--- src/rtl/mem_pkg.sv ---
// ============================================================================
// Module  : mem_pkg
// Purpose : Shared widths, default depth and FSM state encoding for the
//           memory port master and anything that talks to it.
// Contents: ADDR_W, DATA_W, WDATA_W, MEM_DEPTH_DEF, state_t
// Revision: 1.0 - initial release
// ============================================================================
`default_nettype none

package mem_pkg;

  localparam int ADDR_W        = 8;    // word address width
  localparam int DATA_W        = 20;   // memory read data width
  localparam int WDATA_W       = 8;    // store data width (memory zero-extends)
  localparam int MEM_DEPTH_DEF = 201;  // default number of valid words

  // Explicit 3-bit encoding so the state register width is fixed.
  typedef enum logic [2:0] {
    IDLE = 3'd0,
    RD   = 3'd1,
    WR   = 3'd2,
    WRB  = 3'd3,
    RESP = 3'd4
  } state_t;

endpackage

`default_nettype wire

--- src/rtl/mem_port_master_if.sv ---
// ============================================================================
// Module  : mem_port_master_if
// Purpose : Bundles the datapath request/response handshake and the memory
//           port of mem_port_master.
// Ports   : master modport - seen by mem_port_master (drives req_ready,
//                            rsp_*, mem_addr, mem_w, mem_in)
//           slave modport  - seen by the datapath/memory side
// Revision: 1.0 - initial release
// ============================================================================
`default_nettype none

interface mem_port_master_if;
  import mem_pkg::*;

  // datapath request
  logic               req_valid;
  logic               req_ready;
  logic               req_write;
  logic [ADDR_W-1:0]  req_addr;
  logic [WDATA_W-1:0] req_wdata;

  // datapath response
  logic               rsp_valid;
  logic               rsp_ready;
  logic [DATA_W-1:0]  rsp_rdata;
  logic               rsp_err;

  // memory port (combinational read, write on rising edge)
  logic [ADDR_W-1:0]  mem_addr;
  logic               mem_w;
  logic [WDATA_W-1:0] mem_in;
  logic [DATA_W-1:0]  mem_out;

  modport master (
    input  req_valid, req_write, req_addr, req_wdata, rsp_ready, mem_out,
    output req_ready, rsp_valid, rsp_rdata, rsp_err, mem_addr, mem_w, mem_in
  );

  modport slave (
    output req_valid, req_write, req_addr, req_wdata, rsp_ready, mem_out,
    input  req_ready, rsp_valid, rsp_rdata, rsp_err, mem_addr, mem_w, mem_in
  );

endinterface

`default_nettype wire

--- src/rtl/mem_port_master.sv ---
// ============================================================================
// Module  : mem_port_master
// Purpose : Turns single load/store requests from a datapath into accesses on
//           a simple combinational-read memory. One request outstanding at a
//           time; illegal addresses are answered with an error response and
//           never touch memory.
// Params  : MEM_DEPTH   - number of valid word addresses (0..MEM_DEPTH-1)
//           ALIGN_CHECK - 1: addresses with addr[1:0] != 0 are rejected
// Ports   : clk - clock, rising edge
//           rst - synchronous active-high reset
//           bus - mem_port_master_if.master (request, response, memory port)
// Revision: 1.0 - initial release
// ============================================================================
`default_nettype none

module mem_port_master
  import mem_pkg::*;
#(
  parameter int MEM_DEPTH   = MEM_DEPTH_DEF,
  parameter int ALIGN_CHECK = 1
) (
  input  logic              clk,
  input  logic              rst,
  mem_port_master_if.master bus
);

  // Depth compared with one extra bit so a depth of 256 still fits.
  localparam logic [ADDR_W:0] c_DEPTH = (ADDR_W+1)'(MEM_DEPTH);

  state_t             r_state;
  logic               r_req_ready;
  logic               r_rsp_valid;
  logic               r_rsp_err;
  logic [DATA_W-1:0]  r_rsp_rdata;
  logic [ADDR_W-1:0]  r_mem_addr;   // doubles as the latched request address
  logic               r_mem_w;
  logic [WDATA_W-1:0] r_mem_in;     // doubles as the latched store data

  logic w_range_err;
  logic w_align_err;
  logic w_err;
  logic w_handshake;

  assign w_range_err = ({1'b0, bus.req_addr} >= c_DEPTH);
  assign w_align_err = (ALIGN_CHECK != 0) && (bus.req_addr[1:0] != 2'b00);
  assign w_err       = w_range_err | w_align_err;
  assign w_handshake = bus.req_valid & r_req_ready;

  always_ff @(posedge clk) begin
    if (rst) begin
      r_state     <= IDLE;
      r_req_ready <= 1'b1;
      r_rsp_valid <= 1'b0;
      r_rsp_err   <= 1'b0;
      r_rsp_rdata <= '0;
      r_mem_addr  <= '0;
      r_mem_w     <= 1'b0;
      r_mem_in    <= '0;
    end else begin
      case (r_state)
        IDLE: begin
          if (w_handshake) begin
            r_req_ready <= 1'b0;
            if (w_err) begin
              // Rejected: straight to a response, memory untouched.
              r_state     <= RESP;
              r_rsp_valid <= 1'b1;
              r_rsp_err   <= 1'b1;
              r_rsp_rdata <= '0;
            end else if (bus.req_write) begin
              r_state    <= WR;
              r_mem_addr <= bus.req_addr;
              r_mem_w    <= 1'b1;
              r_mem_in   <= bus.req_wdata;
            end else begin
              r_state    <= RD;
              r_mem_addr <= bus.req_addr;
            end
          end
        end

        RD: begin
          r_state     <= RESP;
          r_rsp_valid <= 1'b1;
          r_rsp_err   <= 1'b0;
          r_rsp_rdata <= bus.mem_out;
          r_mem_addr  <= '0;
        end

        WR: begin
          // Write pulse lasts exactly this one cycle.
          r_state  <= WRB;
          r_mem_w  <= 1'b0;
          r_mem_in <= '0;
        end

        WRB: begin
          // Memory now holds the stored word; return it as readback.
          r_state     <= RESP;
          r_rsp_valid <= 1'b1;
          r_rsp_err   <= 1'b0;
          r_rsp_rdata <= bus.mem_out;
          r_mem_addr  <= '0;
        end

        RESP: begin
          // No bypass: a new request is only taken in the following IDLE.
          if (bus.rsp_ready) begin
            r_state     <= IDLE;
            r_rsp_valid <= 1'b0;
            r_req_ready <= 1'b1;
          end
        end

        default: begin
          r_state     <= IDLE;
          r_req_ready <= 1'b1;
          r_rsp_valid <= 1'b0;
          r_rsp_err   <= 1'b0;
          r_mem_addr  <= '0;
          r_mem_w     <= 1'b0;
          r_mem_in    <= '0;
        end
      endcase
    end
  end

  assign bus.req_ready = r_req_ready;
  assign bus.rsp_valid = r_rsp_valid;
  assign bus.rsp_err   = r_rsp_err;
  assign bus.rsp_rdata = r_rsp_rdata;
  assign bus.mem_addr  = r_mem_addr;
  assign bus.mem_in    = r_mem_in;
  // The memory samples mem_w on the same edge that samples rst, so the
  // write enable is masked by rst directly; otherwise a store caught by
  // reset in WR would still land in memory.
  assign bus.mem_w     = r_mem_w & ~rst;

endmodule

`default_nettype wire

--- src/flat_wrapper.sv ---
// flat-port wrapper written by rule: the top's interface ports become plain ports
module mem_port_master_flat import mem_pkg::*;
#(
  parameter int MEM_DEPTH   = MEM_DEPTH_DEF,
  parameter int ALIGN_CHECK = 1
)
  (clk, rst, bus_req_valid, bus_req_write, bus_req_addr, bus_req_wdata, bus_rsp_ready, bus_mem_out, bus_req_ready, bus_rsp_valid, bus_rsp_rdata, bus_rsp_err, bus_mem_addr, bus_mem_w, bus_mem_in);
  mem_port_master_if bus_i ();
  input  logic clk;
  input  logic rst;
  input wire logic [$bits(bus_i.req_valid)-1:0] bus_req_valid;
  input wire logic [$bits(bus_i.req_write)-1:0] bus_req_write;
  input wire logic [$bits(bus_i.req_addr)-1:0] bus_req_addr;
  input wire logic [$bits(bus_i.req_wdata)-1:0] bus_req_wdata;
  input wire logic [$bits(bus_i.rsp_ready)-1:0] bus_rsp_ready;
  input wire logic [$bits(bus_i.mem_out)-1:0] bus_mem_out;
  output wire logic [$bits(bus_i.req_ready)-1:0] bus_req_ready;
  output wire logic [$bits(bus_i.rsp_valid)-1:0] bus_rsp_valid;
  output wire logic [$bits(bus_i.rsp_rdata)-1:0] bus_rsp_rdata;
  output wire logic [$bits(bus_i.rsp_err)-1:0] bus_rsp_err;
  output wire logic [$bits(bus_i.mem_addr)-1:0] bus_mem_addr;
  output wire logic [$bits(bus_i.mem_w)-1:0] bus_mem_w;
  output wire logic [$bits(bus_i.mem_in)-1:0] bus_mem_in;
  assign bus_i.req_valid = bus_req_valid;
  assign bus_i.req_write = bus_req_write;
  assign bus_i.req_addr = bus_req_addr;
  assign bus_i.req_wdata = bus_req_wdata;
  assign bus_i.rsp_ready = bus_rsp_ready;
  assign bus_i.mem_out = bus_mem_out;
  assign bus_req_ready = bus_i.req_ready;
  assign bus_rsp_valid = bus_i.rsp_valid;
  assign bus_rsp_rdata = bus_i.rsp_rdata;
  assign bus_rsp_err = bus_i.rsp_err;
  assign bus_mem_addr = bus_i.mem_addr;
  assign bus_mem_w = bus_i.mem_w;
  assign bus_mem_in = bus_i.mem_in;
  mem_port_master #(.MEM_DEPTH(MEM_DEPTH), .ALIGN_CHECK(ALIGN_CHECK)) u_core (.clk(clk), .rst(rst), .bus(bus_i));
endmodule
--- config.mk ---
export PLATFORM = sky130hd
export DESIGN_NAME = mem_port_master_flat
export DESIGN_NICKNAME = d
export VERILOG_FILES = /design/src/rtl/mem_pkg.sv /design/src/rtl/mem_port_master_if.sv /design/src/rtl/mem_port_master.sv /design/src/flat_wrapper.sv
export SDC_FILE = /design/constraint.sdc
export NUM_CORES = 1
export LEC_CHECK = 0
export CAP_MARGIN = 5
export CORE_ASPECT_RATIO = 0.5
export CORE_MARGIN = 2
export CORE_UTILIZATION = 43
export DETAILED_ROUTE_END_ITERATION = 10
export PLACE_DENSITY = 0.82
export RECOVER_POWER = 25
export SLEW_MARGIN = 10
export SYNTH_ARGS = -nofsm -noshare
export SYNTH_HDL_FRONTEND = slang
export SYNTH_SLANG_ARGS = --single-unit
--- constraint.sdc ---
create_clock -name clk -period 4.2 [get_ports clk]
set_input_delay 0.63 -clock clk [delete_from_list [all_inputs] [get_ports clk]]
set_output_delay 0.63 -clock clk [all_outputs]
set_load 0.05 [all_outputs]
==> results of run 1 <==
==> routing by layer <==
metal,global-route usage [%],up-vias
li1,-,819
met1,24.3,798
met3,6.70,3
met4,3.68,0
met2,31.1,36
met5,0,-
==> through the flow <==
stage	power, W	hold slack (ns)	std cells	util (%)	area (um2)
after global placement	0.000587	0.444	298	65.8	2540
final	0.000838	0.460	306	68.1	2630
after global routing	0.000874	0.485	306	68.1	2630
after floorplan	0.000520	0.626	178	-	1720
after CTS	0.000843	0.468	306	68.0	2630
after detailed placement	0.000589	0.448	298	65.8	2540
==> cell type report <==
cell class / count / area share, %
multi-input combinational: 118 / 30.3
clock buffer: 5 / 2.61
timing repair buffer: 83 / 31.3
clock inverter: 3 / 0.570
sequential: 43 / 32.7
tap: 54 / 2.57
==> state kept, by name, indices dropped and copies added, names as in the netlist <==
register	flops
u_core.bus.mem_addr	8
u_core.bus.mem_in	8
u_core.bus.req_ready	1
u_core.bus.rsp_err	1
u_core.bus.rsp_rdata	20
u_core.bus.rsp_valid	1
u_core.r_mem_w	1
u_core.r_state	3
==> worst max-delay path by stage <==
stage | startpoint | endpoint | slack (ns) | cells past startpoint
floorplan | rst | bus_mem_w | 2.01 | 2
global placement | bus_req_addr[2] | u_core.bus.mem_in[5] | 1.26 | 6
detailed placement | bus_req_addr[2] | u_core.bus.mem_in[3] | 1.23 | 6
CTS | rst | bus_mem_w | 1.24 | 3
global route | rst | bus_mem_w | 1.10 | 3
finish | rst | bus_mem_w | 1.16 | 3
==> worst max-delay path, delay by kind of cell <==
family | cells | cell delay, ns
buf+inv | 2 | 1.56
simple gates | 1 | 0.22
==> layout by cell type, fill, tap and decap left out, types with 5 or more instances in the layout <==
cell / n
a22oi_1: 20
clkdlybuf4s50_1: 60
a21oi_1: 5
nor2_1: 6
a22o_1: 14
dlygate4sd3_1: 20
nand2_1: 26
clkbuf_8: 5
dfxtp_1: 43
o211ai_1: 20
==> report_power, final <==
part | switching (W) | internal, W
Sequential | 0.0000131 | 0.000419
Clock | 0.000143 | 0.000114
Combinational | 0.0000840 | 0.0000659
==> cell families (layout without fill, tap and decap cells) <==
| family | Yosys count | count (layout) | share of synthesized area [%] |
|---|---|---|---|
| DFF | 43 | 43 | 50.0 |
| AOI/OAI and AO/OA | 70 | 70 | 31.8 |
| muxes | 1 | 1 | 0.654 |
| buffers and inverters | 17 | 91 | 5.01 |
| and+or+nand+nor | 47 | 47 | 12.6 |
==> results.cfg, run 1 <==
[critical_path]
arrival_ns = 2.41
worstSetupPathType = in -> out
reg2reg_from = u_core.r_state[1]
critPathCaptureType = primary output
rr_worst_depth = 4
crit_required_ns = 3.57
path_max_fanout = 12
critPathLaunchType = input pin
r2r_end = u_core.bus.mem_addr[2]
worst_path_max_delay_cell = clkdlybuf4s50_1
crit_chain = dlygate4sd3_1, nor2b_1, clkdlybuf4s50_1
slowest_delay_ns = 0.83
reg2reg_slack_ns = 1.78

[drt]
avgRoutedWirePerCell_um = 14.5
routed_wl_um = 4420
drt_iter0_markers = 89
wl_met1_um = 1920
drcViolationCount = 0
vias_per_cell = 5.41
postRouteAntennaNets = 0
firstDrtPassIters = 4
dr_wl_met2_um = 2290
top_layer = met4
route.vias.total = 1656
met3WireLength_um = 185

[synthesis]
ys_ff_latch = 43
syn_inst = 178
syn_area_mm2 = 0.00172
synthTopCellsByArea = dfxtp_1 50%, a22oi_1 8.7%, o211ai_1 8.7%, a22o_1 7.1%, nand2_1 5.7%
synth_edf_count = 0
synth_warnings = 0
synth_area_per_cell_um2 = 9.67
ys.flop_type = dfxtp_1
synth_top_area_cell = dfxtp_1
syn-num-nets = 219
synth_top_area_share_pct = 50.0
seq_area_frac_synth_pct = 50.0
synth_most_common_cell = dfxtp_1
synthTopCellsByCount = 43 x dfxtp_1, 26 x nand2_1, 20 x a22oi_1, 20 x o211ai_1, 14 x a22o_1
synth-async-reset-ratio_pct = 0
ys_types = 29

[sta]
max_freq_mhz = 329
timing.final.ws_setup_ns = 1.16
worst_slew_pin_slew_ns = 0.839
rsz0062_at_grt = no
hold_viol_final = 0
final_max_slew_viol_count = 0
skew_ns = 0.00803
period_share_pct = 72.5
finalSetupViolCount = 0
period_needed_ns = 3.04
max_slew_margin_pct = 43.9
setup_tns_ns = 0

[final_layout]
nFillCells = 312
multiInputGateArea_um2 = 797
antenna_cells = 0
seq_area_um2 = 861
drive_gt1_share_pct = 6.35
area_growth_pct = 52.9
final_nets = 292

[placement]
dp_worst_setup_slack_ns = 1.23
gp_congestion = 0.740
io_buffers = 80
dpl.hpwl_um = 3030

[job]
cap_violations = 0

[min_path]
whs_endpoint = u_core.bus.mem_addr[0]
min-delay-start = u_core.bus.mem_addr[0]
holdPathStages = 1
hold_class = reg -> reg

[die]
dieArea_mm2 = 0.00456
io_pins = 81
rows = 16
coreArea_mm2 = 0.00386
die_x_um = 93.5
start_util_pct = 44.6
die_h_um = 48.7

[grt]
grt_max_degree = 23
grt_pass1_vias = 1512
track_usage_pct = 18.9
grt-ovfl-total = 0
grt_pass1_wl_um = 6890
antenna_found_initial = 0

[clock_tree]
clk_latency_ns = 0.30
cts_buffers = 5
cts.root.buffer_cell = clkbuf_8
cts-hold-fix-buffers = 0
cts_sinks = 43
h-tree-depth = 2
cts_setup_buffers = 0
cts_tree = yes
clk_pin_slew_ns = 0.08
clock_path_buffers = 2
cts_resized = 0

[pwr]
powerDensity_mw_per_mm2 = 318
peakVddDrop_v = 0.000212
leakage_nw = 1.10

[outcome]
status = completed
Power figures use the tool's default switching activity.
==> run 2, diff against run 1 <==
CORE_UTILIZATION = 40   (was 43)
PLACE_DENSITY = 0.77   (was 0.82)
clock period = 3.1 ns   (was 4.2 ns; I/O delays follow)
==> run 2 against run 1 <==
Effect of this change: hold slack better by 0.0037 ns; register-to-register slack worse by 0.59 ns; via count grew 1.2%; routed wire length grew 2.7%; cell count rose by 1.3%; sequential share of layout area decreased by 0.23 points.
==> results.cfg, run 2 (synthesis gave the netlist of run 1 again) <==
[clock_tree]
cts-hold-fix-buffers = 0
clock_path_buffers = 2
clk_pin_slew_ns = 0.08
h-tree-depth = 2
cts_buffers = 5
cts_setup_buffers = 0
cts.root.buffer_cell = clkbuf_8
clk_latency_ns = 0.29
cts_tree = yes
cts_resized = 0
cts_sinks = 43

[final_layout]
fin_area_mm2 = 0.00265
layout_commonest_cell = clkdlybuf4s50_1
final_util_pct = 65.9
antenna_cells = 0
final_nets = 296
area_growth_pct = 54.0
layout_common_cells = 77 x clkdlybuf4s50_1, 43 x dfxtp_1, 26 x nand2_1
largest_register_ffs = 20
drive_gt1_share_pct = 6.64

[placement]
dp_worst_setup_slack_ns = 0.662
dpl.hpwl_um = 3180
gp_congestion = 0.756
io_buffers = 80
dpl_cell_area_mm2 = 0.00257

[drt]
routed_wl_um = 4540
avgRoutedWirePerCell_um = 14.7
postRouteAntennaNets = 0
drcViolationCount = 0
vias_per_cell = 5.41
firstDrtPassIters = 4
drt_iter0_markers = 35
route.vias.total = 1676

[critical_path]
cpMostUsedCell = clkdlybuf4s50_1
critPathLaunchType = input pin
cpLargestDelayFamily = buffers and inverters
arrival_ns = 1.90
path_buf_inv = 2
slowest_delay_ns = 0.83
path_max_fanout = 2
worstSetupPathType = in -> out
worst_path_max_delay_cell = clkdlybuf4s50_1
critPathCaptureType = primary output
crit_required_ns = 2.63
crit_chain = clkdlybuf4s50_1, nor2b_1, clkdlybuf4s50_1

[pwr]
seq_power_share_pct = 49.8
p_total_w = 0.00117
p_switching_w = 0.000309
leakage_nw = 1.06
p_clk_share_pct = 32.8
combinationalPowerShare_pct = 17.4
sw_frac_of_total_pct = 26.4
intPower_w = 0.000863
peakVddDrop_v = 0.000256
powerDensity_mw_per_mm2 = 442

[die]
die_h_um = 50.4
dieArea_mm2 = 0.00488
die_x_um = 96.8
start_util_pct = 42.8
coreArea_mm2 = 0.00402
io_pins = 81
rows = 16

[sta]
skew_ns = 0.00504
max_slew_margin_pct = 60.0
period_needed_ns = 2.37
period_share_pct = 76.3
hold_viol_final = 0
timing.final.ws_setup_ns = 0.734
finalSetupViolCount = 0
max_freq_mhz = 423
final_max_slew_viol_count = 0
rsz0062_at_grt = no
setup_tns_ns = 0
worst_slew_pin_slew_ns = 0.600

[outcome]
status = completed

[grt]
track_usage_pct = 18.9
grt_pass1_wl_um = 7570
grt-ovfl-total = 0
grt_max_degree = 23
grt_pass1_vias = 1676
antenna_found_initial = 0

[job]
cap_violations = 0

[min_path]
hold_class = reg -> reg
## run 2: final cells by class
type | count | area [um2]
clock buffer | 8 | 100
fill | 347 | 1370
multi-input combinational | 118 | 773
sequential | 43 | 861
tap | 54 | 67.6
timing repair buffer | 87 | 850
## run 2: power by group through the flow
stage / Combinational (W) / Sequential [W] / Clock (W)
after global routing: 0.000217 / 0.000587 / 0.000416
final: 0.000204 / 0.000584 / 0.000384
after floorplan: 0.0000694 / 0.000635 / 0
after global placement: 0.000205 / 0.000596 / 0
after detailed placement: 0.000207 / 0.000597 / 0
after CTS: 0.000209 / 0.000584 / 0.000389
## run 2: final timing paths
path / slack (ns) / start / endpoint / depth (start not counted)
min: 0.46 / u_core.bus.mem_addr[0] / u_core.bus.mem_addr[0] / 1
max: 0.73 / rst / bus_mem_w / 3
min reg2reg: 0.46 / u_core.bus.mem_addr[0] / u_core.bus.mem_addr[0] / 1
max reg2reg: 1.19 / u_core.r_state[1] / u_core.bus.mem_addr[7] / 5
## run 2: per-stage QoR
stage | hold slack [ns] | cells
after floorplan | 0.598 | 178
after CTS | 0.472 | 310
after detailed placement | 0.447 | 302
final | 0.464 | 310
after global routing | 0.485 | 310
after global placement | 0.443 | 302
## run 2: layer usage
layer	GRT usage (%)	part of all wire [%]	vias to the layer above
met4	5.40	0.59	0
met1	22.8	45	808
met5	0	0	-
met2	33.7	49	43
met3	5.15	4.9	2
li1	-	-	823
